File: src/rtl/risc_dof_stage.sv
// Decode/operand-fetch stage: decoder, 32x32 register file, A/B operand muxes
// and the DOF/EX pipeline register. Define DOF_R0_ZERO_EN to hardwire R0 to 0.
module risc_dof_stage (
  input  logic        CLK,
  input  logic        reset,
  input  logic [15:0] PC_1,
  input  logic [31:0] IR,
  input  logic        HA,
  input  logic        HB,
  input  logic [31:0] Bus_Dprime,
  input  logic        branch_predict,
  input  logic        WB_RW,
  input  logic [4:0]  WB_DA,
  input  logic [31:0] Bus_D,
  output logic [15:0] PC_2,
  output logic        RW_reg,
  output logic [4:0]  DA_reg,
  output logic [1:0]  MD_reg,
  output logic [1:0]  BS_reg,
  output logic        PS_reg,
  output logic        MW_reg,
  output logic [4:0]  FS_reg,
  output logic [4:0]  SH_reg,
  output logic        MA,
  output logic        MB,
  output logic [4:0]  AA,
  output logic [4:0]  BA,
  output logic [31:0] Bus_A_reg,
  output logic [31:0] Bus_B_reg
);

  logic [6:0]  opcode;
  logic        rw, ps, mw, mb, ma, cs;
  logic [1:0]  md, bs;
  logic [4:0]  fs;
  logic [31:0] rf [32];
  logic        wr_en;
  logic [31:0] rd_a, rd_b;
  logic [31:0] konst;
  logic [31:0] bus_a, bus_b;

  assign opcode = IR[31:25];
  assign AA     = IR[19:15];
  assign BA     = IR[14:10];
  assign MA     = ma;
  assign MB     = mb;

  // Instruction decoder; unknown opcodes fall through to the NOP word
  always_comb begin
    rw = 1'b0;
    md = 2'b00;
    bs = 2'b00;
    ps = 1'b0;
    mw = 1'b0;
    fs = 5'd0;
    mb = 1'b0;
    ma = 1'b0;
    cs = 1'b0;
    case (opcode)
      7'b1000000: rw = 1'b1;
      7'b0000010: begin rw = 1'b1; fs = 5'b00010; end
      7'b0000101: begin rw = 1'b1; fs = 5'b00101; end
      7'b0001000: begin rw = 1'b1; fs = 5'b01000; end
      7'b0001001: begin rw = 1'b1; fs = 5'b01001; end
      7'b0001010: begin rw = 1'b1; fs = 5'b01010; end
      7'b0001011: begin rw = 1'b1; fs = 5'b01011; end
      7'b0001110: begin rw = 1'b1; fs = 5'b01110; end
      7'b0001101: begin rw = 1'b1; fs = 5'b01101; end
      7'b0100010: begin
        rw = 1'b1; fs = 5'b00010; mb = 1'b1; cs = 1'b1;
      end
      7'b0100101: begin
        rw = 1'b1; fs = 5'b00101; mb = 1'b1; cs = 1'b1;
      end
      7'b0101000: begin rw = 1'b1; fs = 5'b01000; mb = 1'b1; end
      7'b0101001: begin rw = 1'b1; fs = 5'b01001; mb = 1'b1; end
      7'b0010000: begin rw = 1'b1; md = 2'b01; end
      7'b0100000: mw = 1'b1;
      7'b1100101: begin rw = 1'b1; md = 2'b10; fs = 5'b00101; end
      7'b1100000: begin
        bs = 2'b01; ps = 1'b1; mb = 1'b1; cs = 1'b1;
      end
      7'b1001000: begin bs = 2'b01; mb = 1'b1; cs = 1'b1; end
      7'b1000100: begin bs = 2'b11; mb = 1'b1; cs = 1'b1; end
      7'b1110000: bs = 2'b10;
      7'b0000111: begin
        rw = 1'b1; bs = 2'b11; fs = 5'b00111;
        mb = 1'b1; ma = 1'b1; cs = 1'b1;
      end
      default: ;
    endcase
  end

`ifdef DOF_R0_ZERO_EN
  assign wr_en = WB_RW && (WB_DA != 5'd0);
`else
  assign wr_en = WB_RW;
`endif

  // Register file reads with write-through bypass of the writeback port
  always_comb begin
    rd_a = (wr_en && WB_DA == AA) ? Bus_D : rf[AA];
    rd_b = (wr_en && WB_DA == BA) ? Bus_D : rf[BA];
`ifdef DOF_R0_ZERO_EN
    if (AA == 5'd0) rd_a = 32'd0;
    if (BA == 5'd0) rd_b = 32'd0;
`endif
  end

  // Immediate extension and operand muxes (constant/PC beat forwarding)
  always_comb begin
    konst = cs ? {{17{IR[14]}}, IR[14:0]} : {17'd0, IR[14:0]};
    if (ma)      bus_a = {16'd0, PC_1};
    else if (HA) bus_a = Bus_Dprime;
    else         bus_a = rd_a;
    if (mb)      bus_b = konst;
    else if (HB) bus_b = Bus_Dprime;
    else         bus_b = rd_b;
  end

  // Register file storage; reset wins over a same-edge writeback
  always_ff @(posedge CLK) begin
    if (reset) begin
      for (int i = 0; i < 32; i++) rf[i] <= 32'd0;
    end else if (wr_en) begin
      rf[WB_DA] <= Bus_D;
    end
  end

  // DOF/EX pipeline register; a bubble zeroes only the control word
  always_ff @(posedge CLK) begin
    if (reset) begin
      PC_2      <= 16'd0;
      RW_reg    <= 1'b0;
      DA_reg    <= 5'd0;
      MD_reg    <= 2'd0;
      BS_reg    <= 2'd0;
      PS_reg    <= 1'b0;
      MW_reg    <= 1'b0;
      FS_reg    <= 5'd0;
      SH_reg    <= 5'd0;
      Bus_A_reg <= 32'd0;
      Bus_B_reg <= 32'd0;
    end else begin
      PC_2      <= PC_1;
      DA_reg    <= IR[24:20];
      SH_reg    <= IR[4:0];
      Bus_A_reg <= bus_a;
      Bus_B_reg <= bus_b;
      RW_reg    <= rw & branch_predict;
      MD_reg    <= md & {2{branch_predict}};
      BS_reg    <= bs & {2{branch_predict}};
      PS_reg    <= ps & branch_predict;
      MW_reg    <= mw & branch_predict;
      FS_reg    <= fs & {5{branch_predict}};
    end
  end

endmodule

File: config.mk
export PLATFORM = sky130hd
export DESIGN_NAME = risc_dof_stage
export DESIGN_NICKNAME = d
export VERILOG_FILES = /design/src/rtl/risc_dof_stage.sv
export SDC_FILE = /design/constraint.sdc
export NUM_CORES = 2
export LEC_CHECK = 0
export ABC_AREA = 1
export ABC_CLOCK_PERIOD_IN_PS = 6600
export CAP_MARGIN = 20
export CORE_MARGIN = 4
export CORE_UTILIZATION = 25
export CTS_BUF_LIST = sky130_fd_sc_hd__clkbuf_16
export DETAILED_ROUTE_END_ITERATION = 8
export PLACE_DENSITY_LB_ADDON = 0.15
export SYNTH_ARGS = -nofsm -noshare
export SYNTH_HDL_FRONTEND = slang
export SYNTH_SLANG_ARGS = --single-unit
File: constraint.sdc
create_clock -name CLK -period 6.6 [get_ports CLK]
set_input_delay 1.32 -clock CLK [delete_from_list [all_inputs] [get_ports CLK]]
set_output_delay 1.32 -clock CLK [all_outputs]
set_load 0.02 [all_outputs]
==> metrics.log <==
INFO  metric die_h = 501 um
INFO  metric cts_tree = yes
INFO  metric cts-hold-fix-buffers = 0
INFO  metric die_w = 501 um
INFO  metric via_count_of_the_first_global_routing_pass = 53.5k
INFO  metric detail_route.wirelength = 278 mm
INFO  metric core_area = 241000 um2
INFO  metric largest_reg_flops = 1024
INFO  metric max_freq = 196 MHz
INFO  metric final_min_period_over_clock_period = 77.3%
INFO  metric synth.yosys.warnings = 0
INFO  metric final_layout_size_suffix_gt1_share = 5.79%
INFO  metric timing.critical_path.arrival = 3.78 ns
INFO  metric synth_area_per_cell = 7.87 um2
INFO  metric start_kind = primary input
INFO  metric synth.cell_area = 60700 um2
INFO  metric r2r_start = rf[10][6]$_SDFFCE_PN0P_
INFO  metric synthDominantCellAreaShare = 50.7%
INFO  metric detailedRoute.firstPassIterationCount = 8
INFO  metric ys_ff_latch = 1125
INFO  metric vias_per_cell = 5.18
INFO  metric gpl.final_weighted_congestion = 0.832
INFO  metric route.antenna.remaining_nets = 0
INFO  metric setup.reg_to_reg.worst_slack = 4.43 ns
INFO  metric number_of_synthesized_flops_with_an_enable_pin = 1024
INFO  metric worst-r2r-cell-count = 10
INFO  metric criticalPathCategory = in2out
INFO  metric drc_errors = 0
INFO  metric critPathTopFamily = buffers and inverters
INFO  metric buffer_ports.inserted = 235
INFO  metric final_area = 69900 um2
INFO  metric peakVddDrop = 0.157 mV
INFO  metric ios = 237
INFO  metric yosysTopAreaCell = sky130_fd_sc_hd__edfxtp_1
INFO  metric place_worst_setup_slack = 1.60 ns
INFO  metric dpl-instance-area = 65800 um2
INFO  metric start_util = 25.2%
INFO  metric wire_per_inst = 25.7 um
INFO  metric timing.final.ws_setup = 1.50 ns
INFO  metric crit_path_end_kind = primary output
INFO  metric synth_async_sr_flop_share = 0%
INFO  metric synth_commonest_cells = sky130_fd_sc_hd__nand2_1 (2303), sky130_fd_sc_hd__nor2_1 (1661), sky130_fd_sc_hd__nand3_1 (1189)
INFO  metric cts-root-buf = sky130_fd_sc_hd__clkbuf_16
INFO  metric tritoncts.num_buffers = 134
INFO  metric tritoncts_num_sinks = 1125
INFO  metric clock_tree.htree_level_count = 4
INFO  metric grt_antenna_before_repair = 8
INFO  metric synth_most_common_cell = sky130_fd_sc_hd__nand2_1
INFO  metric largest_net_degree_at_the_start_of_global_routing = 160
INFO  metric power_density = 259 nW/um2
INFO  metric clock_edge_transition_at_the_registers_on_the_reported_setup_and_hold_paths = 0.06 ns
INFO  metric finalHoldViolations = 0
INFO  metric slowest_stage = sky130_fd_sc_hd__clkdlybuf4s50_1
INFO  metric grt_overflow = 0
INFO  metric crit_path_start = IR[27]
INFO  metric detail_route.iter0.violations = 6316
INFO  metric worst_slew_margin_relative_to_its_limit = 20.7%
INFO  metric crit_end = MB
INFO  metric setup-tns-final = 0 ns
INFO  metric timing.critical_path.cells = clkdlybuf4s50_1, inv_1, nor2_1, inv_1, nor3_2, buf_4, nor2_1, nand3_1, inv_2, nand2_4, clkdlybuf4s50_1
INFO  metric grt_setup_unrepaired = no
INFO  metric synthesis.instances = 7704
INFO  metric leakage_component_of_the_power = 27.4 nW
INFO  metric synth-seq-area-share = 54.0%
INFO  metric critical-path-max-stage-delay = 0.63 ns
INFO  metric maxSlewViolCount = 0
INFO  metric hp-class = reg2reg
INFO  metric count_of_buffer_and_inverter_cells_on_the_critical_path = 6
INFO  metric cp.depth = 11
INFO  metric worst_slew_pin_slew = 1.19 ns
INFO  metric fin_nets = 7678
INFO  metric r2r_end = Bus_A_reg[6]$_SDFF_PP0_
INFO  metric hold_path.startpoint = rf[23][29]$_SDFFCE_PN0P_
INFO  metric max-cap-violations = 0
INFO  metric grt_usage = 21.4%
INFO  metric clk-insertion-delay-late = 0.80 ns
INFO  metric synth.distinct_cells = 36
INFO  metric postCtsSetupRepairBufs = 0
INFO  metric synth_fp_nets = 7827
INFO  metric synthTopCellsByArea = sky130_fd_sc_hd__edfxtp_1 (51%), sky130_fd_sc_hd__nand2_1 (14%), sky130_fd_sc_hd__nor2_1 (10%)
INFO  metric cp.required = 5.28 ns
INFO  metric route.vias.total = 56.1k
INFO  metric crit_path_max_fanout = 20
INFO  metric cts_resized = 0
INFO  metric rows = 180
INFO  metric die_area = 251000 um2
INFO  metric timing.final.setup_violations = 0
INFO  metric run_status = finished clean
INFO  metric layout_min_cycle_time = 5.10 ns
INFO  metric dpl.hpwl = 160 mm
INFO  metric synth-main-ff-cell = sky130_fd_sc_hd__edfxtp_1
INFO  metric clock-skew-final = 0.0211 ns
INFO  metric cts_max_path_buffers = 3
INFO  metric syn2layout_area_growth = 15.2%
INFO  metric grt_pass1_wl = 396 mm
-- metrics by stage --
step           total power, mW  hold WS (ns)  util (%)  instances
6_report                  18.1         0.906      29.0      10842
5_1_grt                   18.8          1.01      29.0      10839
4_1_cts                   18.2         0.910      29.0      10836
3_5_place_dp              11.1         0.895      27.3      10604
3_3_place_gp              11.1         0.889      27.3      10599
2_1_floorplan             9.90         0.776         -       7704
-- cells in the final DEF (no fill, tap or decap), types with 3 or more instances in the layout --
master,synthesis,final
sky130_fd_sc_hd__nor3_4,4,4
sky130_fd_sc_hd__nand2_1,2303,2239
sky130_fd_sc_hd__inv_6,0,9
sky130_fd_sc_hd__a21oi_1,100,100
sky130_fd_sc_hd__clkinvlp_4,0,4
sky130_fd_sc_hd__inv_8,0,3
sky130_fd_sc_hd__buf_4,28,144
sky130_fd_sc_hd__clkinv_4,0,3
sky130_fd_sc_hd__clkdlybuf4s50_1,0,222
sky130_fd_sc_hd__clkinv_8,0,3
sky130_fd_sc_hd__o211ai_1,151,151
sky130_fd_sc_hd__edfxtp_1,1024,1024
sky130_fd_sc_hd__nand4_1,4,4
sky130_fd_sc_hd__o21ai_0,314,314
sky130_fd_sc_hd__clkinv_2,0,15
sky130_fd_sc_hd__clkinv_1,34,53
sky130_fd_sc_hd__nor3_1,15,15
sky130_fd_sc_hd__nand3_1,1189,1189
sky130_fd_sc_hd__buf_8,0,4
sky130_fd_sc_hd__buf_2,183,5
sky130_fd_sc_hd__clkbuf_16,0,138
sky130_fd_sc_hd__inv_2,6,11
sky130_fd_sc_hd__o22ai_1,6,6
sky130_fd_sc_hd__inv_1,76,103
sky130_fd_sc_hd__nor2_1,1661,1661
sky130_fd_sc_hd__dfxtp_1,101,101
sky130_fd_sc_hd__nand2_4,1,3
sky130_fd_sc_hd__o221ai_1,16,16
sky130_fd_sc_hd__buf_12,0,19
sky130_fd_sc_hd__diode_2,0,6
sky130_fd_sc_hd__nand2_2,0,62
sky130_fd_sc_hd__bufinv_16,0,5
-- logic make-up after synthesis --
logic type / count (synthesis) / share of synthesized area [%]
AOI/OAI and AO/OA: 596 / 5.70
DFF: 1125 / 54.0
buffers and inverters: 800 / 5.56
other: 1 / 0.00618
and+or+nand+nor: 5182 / 34.7
-- cell type report --
cell class	instances	area, um2
Antenna cell	6	15.0
Sequential cell	1125	32800
Multi-Input combinational cell	5779	24700
Inverter	117	492
Tap cell	3185	3990
Clock buffer	138	3450
Fill cell	25565	171000
Timing Repair Buffer	398	3850
Clock inverter	94	604
-- worst min-delay path, cell delays in order (launching register included) --
cell and delay, ns:
sky130_fd_sc_hd__edfxtp_1 0.38, sky130_fd_sc_hd__o21ai_0 0.10, sky130_fd_sc_hd__o211ai_1 0.09, sky130_fd_sc_hd__nand3_1 0.08, sky130_fd_sc_hd__nand3_1 0.06, sky130_fd_sc_hd__nand3_1 0.06, sky130_fd_sc_hd__a21oi_1 0.11
-- routing by layer --
metal	GRT usage, %	up-vias	part of all wire [%]
met3	3.44	435	8.2
met5	0	-	0.0054
met4	6.70	4	3.0
met2	34.5	2763	46
li1	-	25250	-
met1	29.5	27661	43
-- power breakdown --
group | total, mW | switching, mW | internal [mW] | leakage (nW)
Combinational | 2.59 | 1.90 | 0.690 | 14.7
Clock | 7.15 | 3.18 | 3.97 | 2.11
Sequential | 8.38 | 0.211 | 8.17 | 10.6
-- worst min path at each step --
| stage | endpoint | slack [ns] | cells past startpoint |
|---|---|---|---|
| after CTS | Bus_A_reg[29]$_SDFF_PP0_ | 0.91 | 6 |
| after global placement | Bus_A_reg[29]$_SDFF_PP0_ | 0.89 | 6 |
| final | Bus_A_reg[29]$_SDFF_PP0_ | 0.91 | 6 |
| after detailed placement | Bus_A_reg[29]$_SDFF_PP0_ | 0.89 | 6 |
| after floorplan | Bus_A_reg[16]$_SDFF_PP0_ | 0.78 | 6 |
| after global routing | Bus_A_reg[29]$_SDFF_PP0_ | 1.01 | 6 |
No activity file was read; power rests on OpenSTA's default activity.
